[config.mk]
export PLATFORM = sky130hd
export DESIGN_NAME = pc
export DESIGN_NICKNAME = d
export VERILOG_FILES = /design/src/rtl/pc_pkg.sv /design/src/rtl/pc_en_reg.sv /design/src/rtl/pc.sv
export SDC_FILE = /design/constraint.sdc
export NUM_CORES = 1
export LEC_CHECK = 0
export BUFFER_PORTS_ARGS = -buffer_cell sky130_fd_sc_hd__buf_2
export CELL_PAD_IN_SITES_DETAIL_PLACEMENT = 0
export CELL_PAD_IN_SITES_GLOBAL_PLACEMENT = 1
export CORE_MARGIN = 1.5
export CORE_UTILIZATION = 32
export CTS_BUF_LIST = sky130_fd_sc_hd__clkbuf_16
export DETAILED_ROUTE_END_ITERATION = 16
export PLACE_DENSITY = 0.82
export SETUP_SLACK_MARGIN = 0.3
export SLEW_MARGIN = 20
export SYNTH_ARGS = -nofsm -noshare
export SYNTH_HDL_FRONTEND = slang
export SYNTH_SLANG_ARGS = --single-unit
export TNS_END_PERCENT = 100
[constraint.sdc]
create_clock -name clk -period 1.6 [get_ports clk]
set_input_delay 0.08 -clock clk [delete_from_list [all_inputs] [get_ports clk]]
set_output_delay 0.08 -clock clk [all_outputs]
set_load 0.02 [all_outputs]
[src/rtl/pc_pkg.sv]
`default_nettype none
// ============================================================================
// Module   : pc_pkg
// Brief    : Shared defaults and types for the program counter slice.
// Revision : 1.0  initial release
// ============================================================================
package pc_pkg;

    localparam int          PC_WIDTH        = 32;
    localparam logic [31:0] PC_RESET_VECTOR = 32'h0000_0000;
    localparam int          PC_INCR         = 4;

    typedef logic [PC_WIDTH-1:0] pc_t;

endpackage : pc_pkg
`default_nettype wire

[src/rtl/pc_en_reg.sv]
`default_nettype none
// ============================================================================
// Module   : pc_en_reg
// Brief    : Generic WIDTH-bit register with load enable and asynchronous
//            active-high reset to RESET_VALUE.
// Revision : 1.0  initial release
// ============================================================================
module pc_en_reg
    import pc_pkg::*;
#(
    parameter int               WIDTH       = PC_WIDTH,
    parameter logic [WIDTH-1:0] RESET_VALUE = '0
) (
    input  logic             clk,
    input  logic             reset,
    input  logic             enable_i,
    input  logic [WIDTH-1:0] d_i,
    output logic [WIDTH-1:0] q_o
);

    logic [WIDTH-1:0] data_q;
    logic [WIDTH-1:0] data_d;

    // Next state: take the new value when enabled, otherwise hold.
    always_comb begin
        data_d = data_q;
        if (enable_i) begin
            data_d = d_i;
        end
    end

    // State register; reset clears immediately, independent of the clock.
    always_ff @(posedge clk or posedge reset) begin
        if (reset) begin
            data_q <= RESET_VALUE;
        end else begin
            data_q <= data_d;
        end
    end

    assign q_o = data_q;

endmodule : pc_en_reg
`default_nettype wire

[src/rtl/pc.sv]
`default_nettype none
// ============================================================================
// Module   : pc
// Brief    : Program counter register with sequential (+INCR) address output.
//            Optional macro PC_MISALIGN_FLAG_EN adds a 'misaligned' output
//            and a simulation-time check on misaligned loads.
// Revision : 1.0  initial release
// ============================================================================
module pc
    import pc_pkg::*;
#(
    parameter int          WIDTH        = PC_WIDTH,
    parameter logic [31:0] RESET_VECTOR = PC_RESET_VECTOR,
    parameter int          INCR         = PC_INCR
) (
    input  logic             clk,
    input  logic             reset,
    input  logic             enable,
    input  logic [WIDTH-1:0] data_in,
    output logic [WIDTH-1:0] q_out,
    output logic [WIDTH-1:0] q_plus
`ifdef PC_MISALIGN_FLAG_EN
    ,
    output logic             misaligned
`endif
);

    // Reset vector and increment narrowed to the address width.
    localparam logic [WIDTH-1:0] C_RESET_VALUE = WIDTH'(RESET_VECTOR);
    localparam logic [WIDTH-1:0] C_INCR        = WIDTH'(INCR);

    // Stored value is kept bit-exact; no alignment masking on load.
    pc_en_reg #(
        .WIDTH       (WIDTH),
        .RESET_VALUE (C_RESET_VALUE)
    ) u_pc_reg (
        .clk      (clk),
        .reset    (reset),
        .enable_i (enable),
        .d_i      (data_in),
        .q_o      (q_out)
    );

    // Sequential fetch address; wraps modulo 2^WIDTH, carry discarded.
    always_comb begin
        q_plus = q_out + C_INCR;
    end

`ifdef PC_MISALIGN_FLAG_EN
    // Flag any current PC that is not word aligned.
    always_comb begin
        misaligned = |q_out[1:0];
    end

`ifndef SYNTHESIS
    // Report misaligned addresses at the moment they are loaded.
    always @(posedge clk) begin
        if (!reset && enable) begin
            assert (data_in[1:0] == 2'b00)
            else $error("pc: misaligned load 0x%h", data_in);
        end
    end
`endif
`endif

endmodule : pc
`default_nettype wire

Yosys cells after proc, flatten, opt, wreduce, memory -nomap -nowiden
Index checks and enable logic that the tools add are counted.
Cells by class
  add/subtract/negate cells: 1
Operators with widths (number)
  32-bit by 3-bit adder with 32-bit output (second input constant): 1
Storage, ports and cells
  input bits: 35
  bits in registers: 32

Logic depth before layout (Yosys ltp)
  depth in word-level cells: 1
  mapped depth: 5

By module
Synthesis repeated with hierarchy kept, for this count alone.
Second synthesis, totals
  cell total of the unflattened synthesis: 152
  area total of the unflattened synthesis: 1929.4 µm²
By module, submodules not included
  pc_en_reg: cells an instance 69, seq. area each 800.8 µm², times used 1, area an instance 1348.8 µm²
  pc: cells an instance 83, seq. area each 0.0 µm², times used 1, area an instance 580.6 µm²

Worst setup path after synthesis
Ideal clock, no wire load.
  kind: register to output
  from: register u_pc_reg.data_q[3] (netlist: u_pc_reg.q_o[3])
  to: output port q_plus[22]
  setup slack: -0.298 ns
  required time: 1.520 ns
  cell stages (with the launch flop): 6
  data arrival time: 1.818 ns
  path buffers: 0
  cell sequence: dfrtp_1 > ha_1 > nand3_1 > nor4_4 > nand4_1 > xnor2_1
On the way
  word-level cells in the longest chain between the ends: 1
RTL lines
  from (decl): RTL line pc_en_reg.sv:21  | logic [WIDTH-1:0] data_q;
  from (signal assigned): RTL line pc_en_reg.sv:37  | data_q <= data_d;
  32-bit by 3-bit adder with 32-bit output: RTL line pc.sv:46  | q_plus = q_out + C_INCR;
  to (decl): RTL line pc.sv:21  | output logic [WIDTH-1:0] q_plus
No other way between the ends.

Final worst setup path
  from: register u_pc_reg.data_q[6] (netlist: u_pc_reg.q_o[6])
  to: output port q_plus[25]
Same word-level chain as after synthesis.

==> metrics.md <==
| Metric | Value |
|---|---|
| Worst setup margin | `-265.1 ps` |
| IO buf count | `98` |
| Worst R2R End | `u_pc_reg.q_o[4]` |
| DRT iter0 DRCs | `64` |
| Filler cells | `445` |
| CTS sink cnt | `32` |
| Seq cells post-synth | `32` |
| CP max stage delay | `390 ps` |
| Layout Cell Area excl Fill | `0.003386 mm^2` |
| Slew Viols, Final | `0` |
| Worst Max-Slew Pin Slew | `410.4 ps` |
| Gr usage total | `0.1865` |
| Psw | `0.0009337 W` |
| Arrival @ worst endpoint | `1790 ps` |
| Area Growth Syn to Fin | `92.19%` |
| CTS tree | `built` |
| Final Cycle Share | `1.166` |
| Max Cap Violations | `0` |
| Routed len/inst | `13.87 um` |
| Synth async-reset ratio | `1.000` |
| Nature of the critical path endpoint | `primary output` |
| Worst r2r src | `u_pc_reg.q_o[4]` |
| RSZ-0062 raised after global routing | `yes` |
| Tot Pwr | `0.002895 W` |
| Count leader, synth | `dfrtp_1` |
| CTS buffer count | `5` |
| Pwr dens | `855.1 mW/mm^2` |
| Placer Congestion | `0.7781` |
| Placed Area | `0.002836 mm^2` |
| Fmax | `536.2 MHz` |
| Global-route wire length before repair | `8604 um` |
| Combinational Power Share | `0.363` |
| WHS | `11.64 ps` |
| Mapped cell area | `0.001762 mm^2` |
| Clock skew | `0 ps` |
| Grt ovf | `0` |
| Pre-CTS setup slack | `-64.40 ps` |
| Failing checks | `setup timing` |
| Hold Crit Start | `data_in[2]` |
| Critical path peak fanout | `7` |
| Startpoint Class | `flop` |
| Setup_tns | `-3873 ps` |
| Final Setup Violations | `23` |
| Vias in the first global route | `1751` |
| Sequential share of the synthesized area | `0.4545` |
| Pint | `0.001961 W` |
| Clk pwr share | `0.301` |
| CP required | `1520 ps` |
| Die height | `77.20 um` |
| Final hold violations | `0` |
| Initial antenna violation count | `0` |
| Final #Nets | `340` |
| Multi-input logic area | `0.001271 mm^2` |
| DRT antenna net count | `0` |
| Syn nets | `189` |
| DRC viols | `0` |
| Largest register FFs | `32` |
| Status | `complete, but fails checks` |
| Post-Syn Area per Cell | `11.51 um^2` |
| Most frequent cells after synthesis | `32 x dfrtp_1, 28 x mux2_2, 23 x xnor2_1` |
| DP HPWL | `3752 um` |
| CTS root buf | `clkbuf_16` |
| Die ar. | `0.005959 mm^2` |
| Flip-flop and latch area | `829.5 um^2` |
| Largest net degree at the start of global routing | `37` |
| Slowest cell on crit path | `dfrtp_2` |
| Hold Path Sink | `u_pc_reg.q_o[2]` |
| Share of Yosys cell area claimed by the top area cell type | `0.4545` |
| Horiz. Die Dim | `77.20 um` |
| Tmin final | `1865 ps` |
| Post-synth EDFFs | `0` |
| Worst setup path class | `flop to primary output` |
| Sw Ratio | `0.3225` |
| Routed vias | `1738` |
| Router iterations before antenna repair | `4` |
| Reg clk slew, reported paths | `50 ps` |
| Ys Warns | `0` |
| # IOs | `99` |
| Hold Crit Depth | `3` |
| Distinct cell type count after synthesis | `22` |
| Worst r2r path cells | `3` |
| Cell count after synthesis | `153` |
| Ant. Diodes | `0` |
| Sequential power share | `0.336` |
| Worst skew pair latency | `270 ps` |
| Final wirelength | `5200 um` |
| Leakage | `1.632 nW` |
| Core area | `0.005205 mm^2` |
| Share of layout cells above drive strength 1 | `0.8328` |
| Main flop type after synthesis | `dfrtp_1` |
| Vias/cell | `4.635` |
| Ranking of synthesized cells by area | `dfrtp_1 45%, mux2_2 18%, xnor2_1 11%` |
| Maximum VDD drop | `0.0005887 V` |
| Area leader, netlist | `dfrtp_1` |
| Hold Path Class | `input pin to flop` |
| Rows | `26` |
| R2r setup slk | `520 ps` |
| H-tree Lvls | `2` |
| Critical-path cell list | `nand4_4 > nor4_4 > buf_6 > nand4_1 > xnor2_2 > buf_4` |
| Max clock buf depth | `2` |
| Slew HR | `0.7264` |
| Initial core utilization | `0.3385` |
[worst max-delay path by stage]
stage	to	slack [ps]	from	depth (start not counted)
floorplan	q_plus[22]	-170	u_pc_reg.q_o[3]	5
global placement	q_plus[22]	-20	u_pc_reg.q_o[2]	7
detailed placement	q_plus[22]	-60	u_pc_reg.q_o[2]	7
CTS	q_plus[30]	-240	u_pc_reg.q_o[7]	6
global route	q_plus[25]	-350	u_pc_reg.q_o[9]	6
finish	q_plus[25]	-270	u_pc_reg.q_o[6]	6
[cells by family after synthesis]
family,count (synthesis),share of synthesized area
AND/OR/NAND/NOR,49,0.1811
flip-flops,32,0.4545
XOR/XNOR,28,0.1392
multiplexers,28,0.1790
buffers and inverters,11,0.02770
AO/OA/AOI/OAI,4,0.01136
adder cells (fa/ha/maj),1,0.007101
[power groups by stage]
stage | combinational, W | sequential (W) | clock, W
finish | 0.00105 | 0.000972 | 0.000872
global route | 0.00112 | 0.000982 | 0.000941
CTS | 0.00100 | 0.000974 | 0.000894
detailed placement | 0.000903 | 0.000988 | 0
global placement | 0.000895 | 0.000983 | 0
floorplan | 0.000373 | 0.00115 | 0
[what timing repair did]
| item | 4_1_cts | 5_1_grt |
|---|---|---|
| hold buffers | 1 | 0 |
| endpoints found under the hold margin | 32 | 0 |
| gates cloned | 0 | 0 |
| pin swaps | 20 | 15 |
| resized for setup | 56 | 26 |
| endpoints found under the setup margin | 28 | 29 |
| buffers inserted | 6 | 6 |
[per-stage QoR]
stage | utilization | cells
4_1_cts | 0.6200 | 369
2_1_floorplan | - | 153
3_5_place_dp | 0.5450 | 354
5_1_grt | 0.6505 | 375
6_report | 0.6505 | 375
3_3_place_gp | 0.5450 | 354
[cells in the final DEF, fill, tap and decap left out, drive strengths merged, types with 2 or more instances in the layout]
cell type / count
inv: 6
and4: 4
clkbuf: 5
nor2: 5
buf: 149
nor4: 3
nand3: 11
xnor2: 23
xor2: 5
dfrtp: 32
o21ai: 4
clkinv: 2
nand2: 12
nand4: 11
mux2: 28
[routing by layer]
layer	part of all wire	wire [um]	vias to the layer above	global-route usage
met5	0	0	-	0
met4	0.015	78	0	0.06364
met3	0.073	379	7	0.05833
met2	0.51	2672	68	0.3175
met1	0.40	2069	818	0.2216
li1	-	-	845	-
[critical path, delay by kind of cell (launching register included)]
| family | cells | cell delay [ps] |
|---|---|---|
| buffers and inverters | 2 | 350 |
| DFF | 1 | 390 |
| and+or+nand+nor | 3 | 590 |
| xor gates and xnor gates | 1 | 170 |
[final cells by class]
class | count | share of cell area
Clock buffer | 5 | 0.03695
Clock inverter | 3 | 0.003326
Inverter | 5 | 0.006282
Multi-Input combinational cell | 110 | 0.3755
Sequential cell | 32 | 0.2450
Tap cell | 70 | 0.02587
Timing Repair Buffer | 150 | 0.3071
No activity file was read; power rests on OpenSTA's default activity.
